**config.mk**
```make
export PLATFORM = sky130hd
export DESIGN_NAME = mmu_xlat_queue
export DESIGN_NICKNAME = d
export VERILOG_FILES = /design/src/rtl/mmu_pkg.sv /design/src/rtl/mmu_seg_xlat.sv /design/src/rtl/mmu_xlat_queue.sv
export SDC_FILE = /design/constraint.sdc
export NUM_CORES = 1
export LEC_CHECK = 0
export CAP_MARGIN = 25
export CORE_MARGIN = 3
export CORE_UTILIZATION = 30
export DETAILED_ROUTE_END_ITERATION = 16
export GPL_TIMING_DRIVEN = 0
export SETUP_SLACK_MARGIN = 0.4
export SLEW_MARGIN = 25
export SYNTH_ARGS = -nofsm -noshare
export SYNTH_HDL_FRONTEND = slang
export SYNTH_SLANG_ARGS = --single-unit
```
**constraint.sdc**
```tcl
create_clock -name clk -period 2.05 [get_ports clk]
set_input_delay 0.41 -clock clk [delete_from_list [all_inputs] [get_ports clk]]
set_output_delay 0.41 -clock clk [all_outputs]
set_load 0.02 [all_outputs]
```
**src/rtl/mmu_pkg.sv**
```systemverilog
// Shared MMU definitions: MIPS32 segment constants, queue entry type and the
// fixed kseg0/kseg1/unmapped translation used by both I-side and D-side.
package mmu_pkg;

    localparam int MMU_ADDR_W    = 32;
    localparam int MMU_PAYLOAD_W = 72;

    localparam logic [2:0] KSEG0 = 3'b100;
    localparam logic [2:0] KSEG1 = 3'b101;

    typedef struct packed {
        logic [MMU_ADDR_W-1:0] paddr;
        logic                  uncached;
    } xlat_res_t;

    typedef struct packed {
        logic [MMU_ADDR_W-1:0]    paddr;
        logic [MMU_PAYLOAD_W-1:0] payload;
        logic                     uncached;
    } xlat_entry_t;

    // kseg0/kseg1 strip the top three bits; everything else passes through cached.
    function automatic xlat_res_t seg_translate(input logic [MMU_ADDR_W-1:0] vaddr,
                                                input logic                  k0_uncached);
        xlat_res_t res;
        res.paddr    = vaddr;
        res.uncached = 1'b0;
        case (vaddr[31:29])
            KSEG0: begin
                res.paddr    = {3'b000, vaddr[28:0]};
                res.uncached = k0_uncached;
            end
            KSEG1: begin
                res.paddr    = {3'b000, vaddr[28:0]};
                res.uncached = 1'b1;
            end
            default: ;
        endcase
        return res;
    endfunction

endpackage

```
**src/rtl/mmu_seg_xlat.sv**
```systemverilog
// Combinational MIPS32 segment translator, shared by the I-side and D-side queues.
module mmu_seg_xlat
    import mmu_pkg::*;
(
    input  logic [MMU_ADDR_W-1:0] vaddr_i,
    input  logic                  k0_uncached_i,
    output logic [MMU_ADDR_W-1:0] paddr_o,
    output logic                  uncached_o
);

    xlat_res_t res;

    assign res        = seg_translate(vaddr_i, k0_uncached_i);
    assign paddr_o    = res.paddr;
    assign uncached_o = res.uncached;

endmodule

```
**src/rtl/mmu_xlat_queue.sv**
```systemverilog
// Request queue between pipeline and cache: translates virtual addresses at
// enqueue and holds up to DEPTH entries. The entry layout is fixed by mmu_pkg.
module mmu_xlat_queue
    import mmu_pkg::*;
#(
    parameter int ADDR_W    = MMU_ADDR_W,
    parameter int PAYLOAD_W = MMU_PAYLOAD_W,
    parameter int DEPTH     = 2
) (
    input  logic                         clk,
    input  logic                         resetn,
    input  logic                         up_valid,
    input  logic [ADDR_W-1:0]            up_vaddr,
    input  logic [PAYLOAD_W-1:0]         up_payload,
    output logic                         up_ready,
    input  logic                         cfg_k0_uncached,
    input  logic                         flush,
    output logic                         dn_valid,
    output logic [ADDR_W-1:0]            dn_paddr,
    output logic [PAYLOAD_W-1:0]         dn_payload,
    output logic                         dn_uncached,
    input  logic                         dn_ready,
    output logic [$clog2(DEPTH+1)-1:0]   count
);

    localparam int CNT_W = $clog2(DEPTH + 1);
    localparam int PTR_W = (DEPTH > 1) ? $clog2(DEPTH) : 1;

    logic [PTR_W-1:0]  head_q, head_d;
    logic [PTR_W-1:0]  tail_q, tail_d;
    logic [CNT_W-1:0]  count_q, count_d;
    xlat_entry_t       mem_q [DEPTH];
    xlat_entry_t       mem_d [DEPTH];

    logic [MMU_ADDR_W-1:0] xlat_paddr;
    logic                  xlat_uncached;
    logic                  full, empty, push, pop;

    mmu_seg_xlat u_seg_xlat (
        .vaddr_i       (up_vaddr),
        .k0_uncached_i (cfg_k0_uncached),
        .paddr_o       (xlat_paddr),
        .uncached_o    (xlat_uncached)
    );

    // Explicit wrap so non-power-of-two depths never index past the last entry.
    function automatic logic [PTR_W-1:0] ptr_inc(input logic [PTR_W-1:0] p);
        return (p == PTR_W'(DEPTH - 1)) ? '0 : p + 1'b1;
    endfunction

    assign full  = (count_q == CNT_W'(DEPTH));
    assign empty = (count_q == '0);

    assign up_ready = !full && !flush;
    assign dn_valid = !empty;
    assign push     = up_valid && up_ready;
    assign pop      = dn_valid && dn_ready;

    assign dn_paddr    = mem_q[head_q].paddr;
    assign dn_payload  = mem_q[head_q].payload;
    assign dn_uncached = mem_q[head_q].uncached;
    assign count       = count_q;

    // A dequeue in the flush cycle has already been seen by the cache, so
    // flush only has to drop the pointers and count.
    always_comb begin
        head_d  = head_q;
        tail_d  = tail_q;
        count_d = count_q;
        mem_d   = mem_q;
        if (flush) begin
            head_d  = '0;
            tail_d  = '0;
            count_d = '0;
        end else begin
            if (push) begin
                mem_d[tail_q].paddr    = xlat_paddr;
                mem_d[tail_q].payload  = up_payload;
                mem_d[tail_q].uncached = xlat_uncached;
                tail_d                 = ptr_inc(tail_q);
            end
            if (pop) begin
                head_d = ptr_inc(head_q);
            end
            case ({push, pop})
                2'b10:   count_d = count_q + 1'b1;
                2'b01:   count_d = count_q - 1'b1;
                default: ;
            endcase
        end
    end

    always_ff @(posedge clk) begin
        if (!resetn) begin
            head_q  <= '0;
            tail_q  <= '0;
            count_q <= '0;
            for (int i = 0; i < DEPTH; i++) begin
                mem_q[i] <= '0;
            end
        end else begin
            head_q  <= head_d;
            tail_q  <= tail_d;
            count_q <= count_d;
            mem_q   <= mem_d;
        end
    end

endmodule
```
==> reports/qor.txt, run 1 <==
CTS tree: yes
PnR worst setup slack: -0.174 ns
final cell count without fillers: 1,657
Final Hold Viols: 0
GR peak layer: met2
outcome: finished, violations left
Initial Utilization: 0.308
WL final: 29.8 mm
Die X: 182 µm
Worst EP required: 1.64 ns
minimum clock period: 2.22 ns
Max IR drop VDD: 0.000529 V
IO Port Bufs: 217
worst slew pin tran: 0.611 ns
die area: 33,000 µm²
leak pwr: 7.00 nW
Worst Clk Skew: 0.00884 ns
synthesized area: 9250 µm²
FF-to-FF path depth: 9
Clock Pin Slew Worst Setup and Hold Paths: 0.06 ns
Synth area leaders: dfxtp_1 (46%), mux2i_1 (23%), mux2_2 (13%)
cell total after placement: 1,545
# setup viols final: 105
hold buffers post-CTS: 0
Power, Total: 10.6 mW
Routed Antenna Nets: 0
die height: 182 µm
post-synth top area share: 0.463
Inserted Clock Buffers: 26
met1 Usage GRT: 0.219
critical path type: reg -> out
fin. max-slew vios: 0
met3 Use GR: 0.0429
clk buf depth: 3
leading area contributor after synthesis: dfxtp_1
met2 global-route usage: 0.270
worst min path class: reg -> reg
Post-Syn Instances: 938
DRT Pass-1 Iters: 4
fill count: 2,727
DR vias/cell: 4.60
largest net degree at the start of global routing: 14
Power Density: 711 nW/µm²
first-pass GRT wire length: 43.8 mm
synth unique cells: 24
routability congestion estimate: 0.754
Final Cycle Share: 1.08
WP data arrival: 1.81 ns
share of cells above drive strength 1: 0.298
Layout area overhead: 61.0%
# IOs: 219
Mapped Nets: 1,049
1st-iter DRT viols: 274
vias in the first global route: 7,706
Core ar.: 30,000 µm²
RSZ-0062 raised after global routing: true
clk_lat worst skew: 0.52 ns
initial antenna violation count: 0
FMAX: 0.450 GHz
Total Routing Usage GR: 0.164
endpoint class of the critical path: primary output
DR vias: 7,620
CTS root buf: clkbuf_16
relative slew slack: 0.592
syn_area_per_cell: 9.86 µm²
H-tree Lvls: 1
Placed Instance Area: 11,900 µm²
worst-path fanout max: 5
TNS Setup: -12.22 ns
clock sink count: 214
post-detail-place hpwl: 19.0 mm
# diodes: 0
Worst Hold Depth: 2
DRC viols: 0
Layout Utilization: 0.496
Site Rows: 63
#FFs+latches synth: 214
WL per Instance: 18.0 µm
type of origin of the critical path: register
Final #Nets: 1,358
warnings from Yosys: 0
grt total ovfl: 0
violated checks: negative setup slack
Final Instance Area: 14,900 µm²
sequential share of the synthesized area: 0.463
Max-Cap Viols: 0
## final cells by class
type / instances / area, µm² / area share
multi-input cells: 653 / 4990 / 0.335
flip-flops and latches: 214 / 4290 / 0.288
repair buffers: 281 / 3360 / 0.225
plain buffers: 71 / 868 / 0.0583
clock buffers: 32 / 724 / 0.0486
well taps: 390 / 488 / 0.0328
clock inverters: 16 / 173 / 0.0116
## cell usage in the layout (no fill, tap or decap), drive strengths merged
master         synthesis  final
xor2                   1      1
dfxtp                214    214
clkinv                 0      6
ha                     1      1
mux2i                210    210
or3b                   2      2
clkdlybuf4s50          0    108
buf                   28    186
o21ai                  2      2
a21oi                  2      2
clkinvlp               0      7
nor3                   1      1
or2                    1      1
xnor2                  2      2
clkbuf                43     89
bufinv                 0      3
dlymetal6s2s           0      1
or3                    2      2
nor2                   4      4
nand2                313    313
nand2b                 3      3
o21a                   1      1
mux2                 105    105
nand3                  2      2
nor2b                  1      1
## layer usage
layer / vias to the layer above / share of wire
met5: - / 0
met4: 0 / 0.017
met3: 29 / 0.061
met2: 189 / 0.47
met1: 3630 / 0.45
li1: 3772 / -
## final timing paths
path                            startpoint        endpoint  slack, ns
worst max register to register    count[1]        mem_q[3]       0.15
worst min register to register  mem_q[161]      mem_q[161]       0.45
worst max-delay path                head_q  dn_payload[34]      -0.17
worst min-delay path            mem_q[161]      mem_q[161]       0.45
## Yosys cell counts
master,instances
o21a_1,1
nand2_1,313
nor2_1,4
buf_2,17
buf_6,7
clkbuf_1,43
nor3_1,1
buf_1,2
xnor2_1,2
or3b_1,1
nor2b_1,1
nand3_1,2
mux2_2,105
buf_4,2
or2_2,1
o21ai_0,2
dfxtp_1,214
or3_1,2
xor2_1,1
mux2i_1,210
ha_1,1
nand2b_1,3
or3b_2,1
a21oi_1,2
## cell families (layout without fill, tap and decap cells)
family / after synthesis / after routing / synth area share
AOI/OAI and AO/OA: 5 / 5 / 0.00298
DFF: 214 / 214 / 0.463
muxes: 315 / 315 / 0.355
adders and majority gates: 1 / 1 / 0.00135
xor gates and xnor gates: 3 / 3 / 0.00284
buffers and inverters: 71 / 400 / 0.0376
and+or+nand+nor: 329 / 329 / 0.137
## state kept, by name, summed over array words and instances (netlist names)
signal and count:
count 2, tail_q 1, head_q 1, mem_q 210
## power by group
group	switching [mW]	internal (mW)
Sequential	0.0670	4.29
Clock	1.84	2.89
Combinational	0.681	0.828
## critical path, stage by stage, from the launching register on
cell and delay, ns:
dfxtp_2 0.32, buf_8 0.14, buf_12 0.14, buf_12 0.12
buf_16 0.13, mux2_4 0.30, buf_6 0.13
## per-stage QoR
step | hold slack [ns] | setup WS [ns]
5_1_grt | 0.460 | -0.229
2_1_floorplan | 0.432 | 0.389
3_5_place_dp | 0.446 | -0.798
3_3_place_gp | 0.440 | -0.823
4_1_cts | 0.438 | -0.247
6_report | 0.454 | -0.174
## repair_timing
item,CTS,global route
pin swaps,4,2
buffers inserted,18,16
cloned,14,16
gates resized for setup,738,157
endpoints found under the setup margin,320,290
(Power assumes the default switching activity.)
==> run 2, diff against run 1 <==
- CTS_CLUSTER_DIAMETER: unset -> 50
==> run 2 against run 1 <==
Effect of this change:
- the flow still finishes with violations (negative setup slack)
- critical path depth is the same
- worst hold slack lost 0.099 ns
- core utilization down 0.83 points
- non-clock buffer count shrank 18
- sequential power is essentially flat
- critical endpoint unchanged
- largest cell class unchanged
==> reports/qor.txt, run 2 (synthesis results as in run 1) <==
PnR worst setup slack: -0.178 ns (-0.00457 ns)
grt total ovfl: 0 (unchanged)
Biggest register: mem_q
Layout Utilization: 0.488 (-0.00833)
fill count: 2,745 (+0.66%)
slowest CP cell: dfxtp_2
leak pwr: 6.89 nW (-1.5%)
IO Port Bufs: 217 (unchanged)
biggest cell delay along the critical path: 0.32 ns (about the same)
WL final: 29.0 mm (-2.8%)
hold buffers post-CTS: 0 (unchanged)
WL per Instance: 17.6 µm (-2.2%)
Clock Pin Slew Worst Setup and Hold Paths: 0.05 ns (about the same)
1st-iter DRT viols: 247 (-9.9%)
Inserted Clock Buffers: 30 (+15%)
DR vias: 7,544 (-1.0%)
worst slew pin tran: 0.603 ns (-0.00873 ns)
Core ar.: 30,000 µm² (unchanged)
Final #Nets: 1,344 (-1.0%)
Max-Cap Viols: 0 (unchanged)
Worst Clk Skew: 0.0119 ns (+0.00310 ns)
CP most frequent cell: buf_12
Power Density: 773 nW/µm² (+8.8%)
Layout area overhead: 58.3%
routability congestion estimate: 0.754 (unchanged)
clk_lat worst skew: 0.54 ns (+0.02 ns)
Initial Utilization: 0.308 (unchanged)
Worst EP required: 1.64 ns (about the same)
worst-path fanout max: 5 (unchanged)
DR vias/cell: 4.58 (-0.40%)
Total Routing Usage GR: 0.162 (-0.00224)
endpoint class of the critical path: primary output
die height: 182 µm (unchanged)
minimum clock period: 2.23 ns (+0.00457 ns)
first-pass GRT wire length: 43.4 mm (-1.0%)
vias in the first global route: 7,689 (-0.22%)
DRC viols: 0 (unchanged)
clock sink count: 214 (unchanged)
CTS tree: yes
critical path type: reg -> out
Site Rows: 63 (unchanged)
Buf+Inv Stages, Crit Path: 5 (unchanged)
type of origin of the critical path: register
TNS Setup: -12.67 ns (-0.447 ns)
# setup viols final: 105 (unchanged)
most common cell after layout, fill and taps aside: nand2_1
post-detail-place hpwl: 19.0 mm (unchanged)
Die X: 182 µm (unchanged)
Final Cycle Share: 1.09 (+0.00223)
worst min path class: in -> reg
share of cells above drive strength 1: 0.296 (-0.00161)
number of flip-flops in the largest register: 210 (unchanged)
Routed Antenna Nets: 0 (unchanged)
CTS root buf: clkbuf_16
clk buf depth: 3 (unchanged)
commonest cells after routing, fill and taps aside: nand2_1 (313), dfxtp_1 (211), mux2i_1 (209)
Max IR drop VDD: 0.000468 V (-12%)
WP data arrival: 1.82 ns (about the same)
fin. max-slew vios: 0 (unchanged)
initial antenna violation count: 0 (unchanged)
# diodes: 0 (unchanged)
outcome: finished, violations left
Final Hold Viols: 0 (unchanged)
# IOs: 219 (unchanged)
violated checks: negative setup slack
DRT Pass-1 Iters: 4 (unchanged)
die area: 33,000 µm² (unchanged)
H-tree Lvls: 1 (unchanged)
RSZ-0062 raised after global routing: true
relative slew slack: 0.598 (+0.00582)
FMAX: 0.449 GHz (-0.21%)
CP cell instances: buf_8 > buf_12 > buf_12 > buf_16 > mux2_4 > buf_6
largest net degree at the start of global routing: 15 (+1)
cell family with most CP delay: buffers and inverters
[run 2: cell types whose count changed in the layout (fill, tap and decap cells not counted), sizes merged]
cell,before,now
clkbuf,89,98
buf,186,164
clkdlybuf4s50,108,107
bufinv,3,5
inv,0,2
clkinvlp,7,5
clkdlybuf4s15,0,2
[run 2: final cells by class]
type / count / area, µm² / area share
multi-input cells: 653 / 5000 / 0.341
flip-flops and latches: 214 / 4290 / 0.293
repair buffers: 263 / 3000 / 0.205
clock buffers: 38 / 852 / 0.0582
plain buffers: 71 / 773 / 0.0528
well taps: 390 / 488 / 0.0333
clock inverters: 18 / 241 / 0.0165
[run 2: per-layer routing]
| metal | global-route usage | up-vias | wire [µm] |
|---|---|---|---|
| met5 | 0 | - | 0 |
| met1 | 0.215 | 3573 | 13000 |
| met2 | 0.264 | 194 | 13500 |
| met4 | 0.0350 | 0 | 503 |
| li1 | - | 3740 | - |
| met3 | 0.0437 | 37 | 1980 |
[run 2: repair_timing]
action / 4_1_cts / 5_1_grt
gates resized for setup: 695 / 158
buffers inserted: 10 / 14
endpoints found under the setup margin: 320 / 276
cloned: 5 / 17
pin swaps: 1 / 4
[run 2: worst paths after layout]
kind / start / endpoint / slack (ns) / cells past startpoint
worst max-delay path: head_q / dn_payload[34] / -0.18 / 6
worst min-delay path: flush / head_q / 0.36 / 3
worst max register to register: count[0] / mem_q[3] / 0.31 / 8
worst min register to register: mem_q[161] / mem_q[161] / 0.46 / 2
[run 2: worst register-to-register path, stage by stage (launching register included)]
cell     delay, ns
dfxtp_4       0.38
buf_12        0.11
nor2b_4       0.04
buf_6         0.11
or3b_4        0.38
buf_12        0.16
buf_16        0.17
buf_12        0.15
mux2i_2       0.14
[run 2: report_power, final]
part | switching, mW | internal [mW] | total [mW] | leakage, nW
combinational | 0.658 | 0.761 | 1.42 | 4.63
clock | 1.98 | 3.57 | 5.55 | 0.526
sequential | 0.0659 | 4.29 | 4.35 | 1.74
[run 2: stage by stage]
step / hold WS (ns) / std cells / total power, mW / worst slack [ns] / cell area (µm²)
after global routing: 0.375 / 1647 / 11.8 / -0.237 / 14600
after CTS: 0.417 / 1616 / 11.4 / -0.258 / 13600
after floorplan: 0.432 / 938 / 5.06 / 0.389 / 9280
after global placement: 0.440 / 1545 / 5.67 / -0.823 / 11900
final: 0.355 / 1647 / 11.3 / -0.178 / 14600
after detailed placement: 0.446 / 1545 / 5.68 / -0.798 / 11900
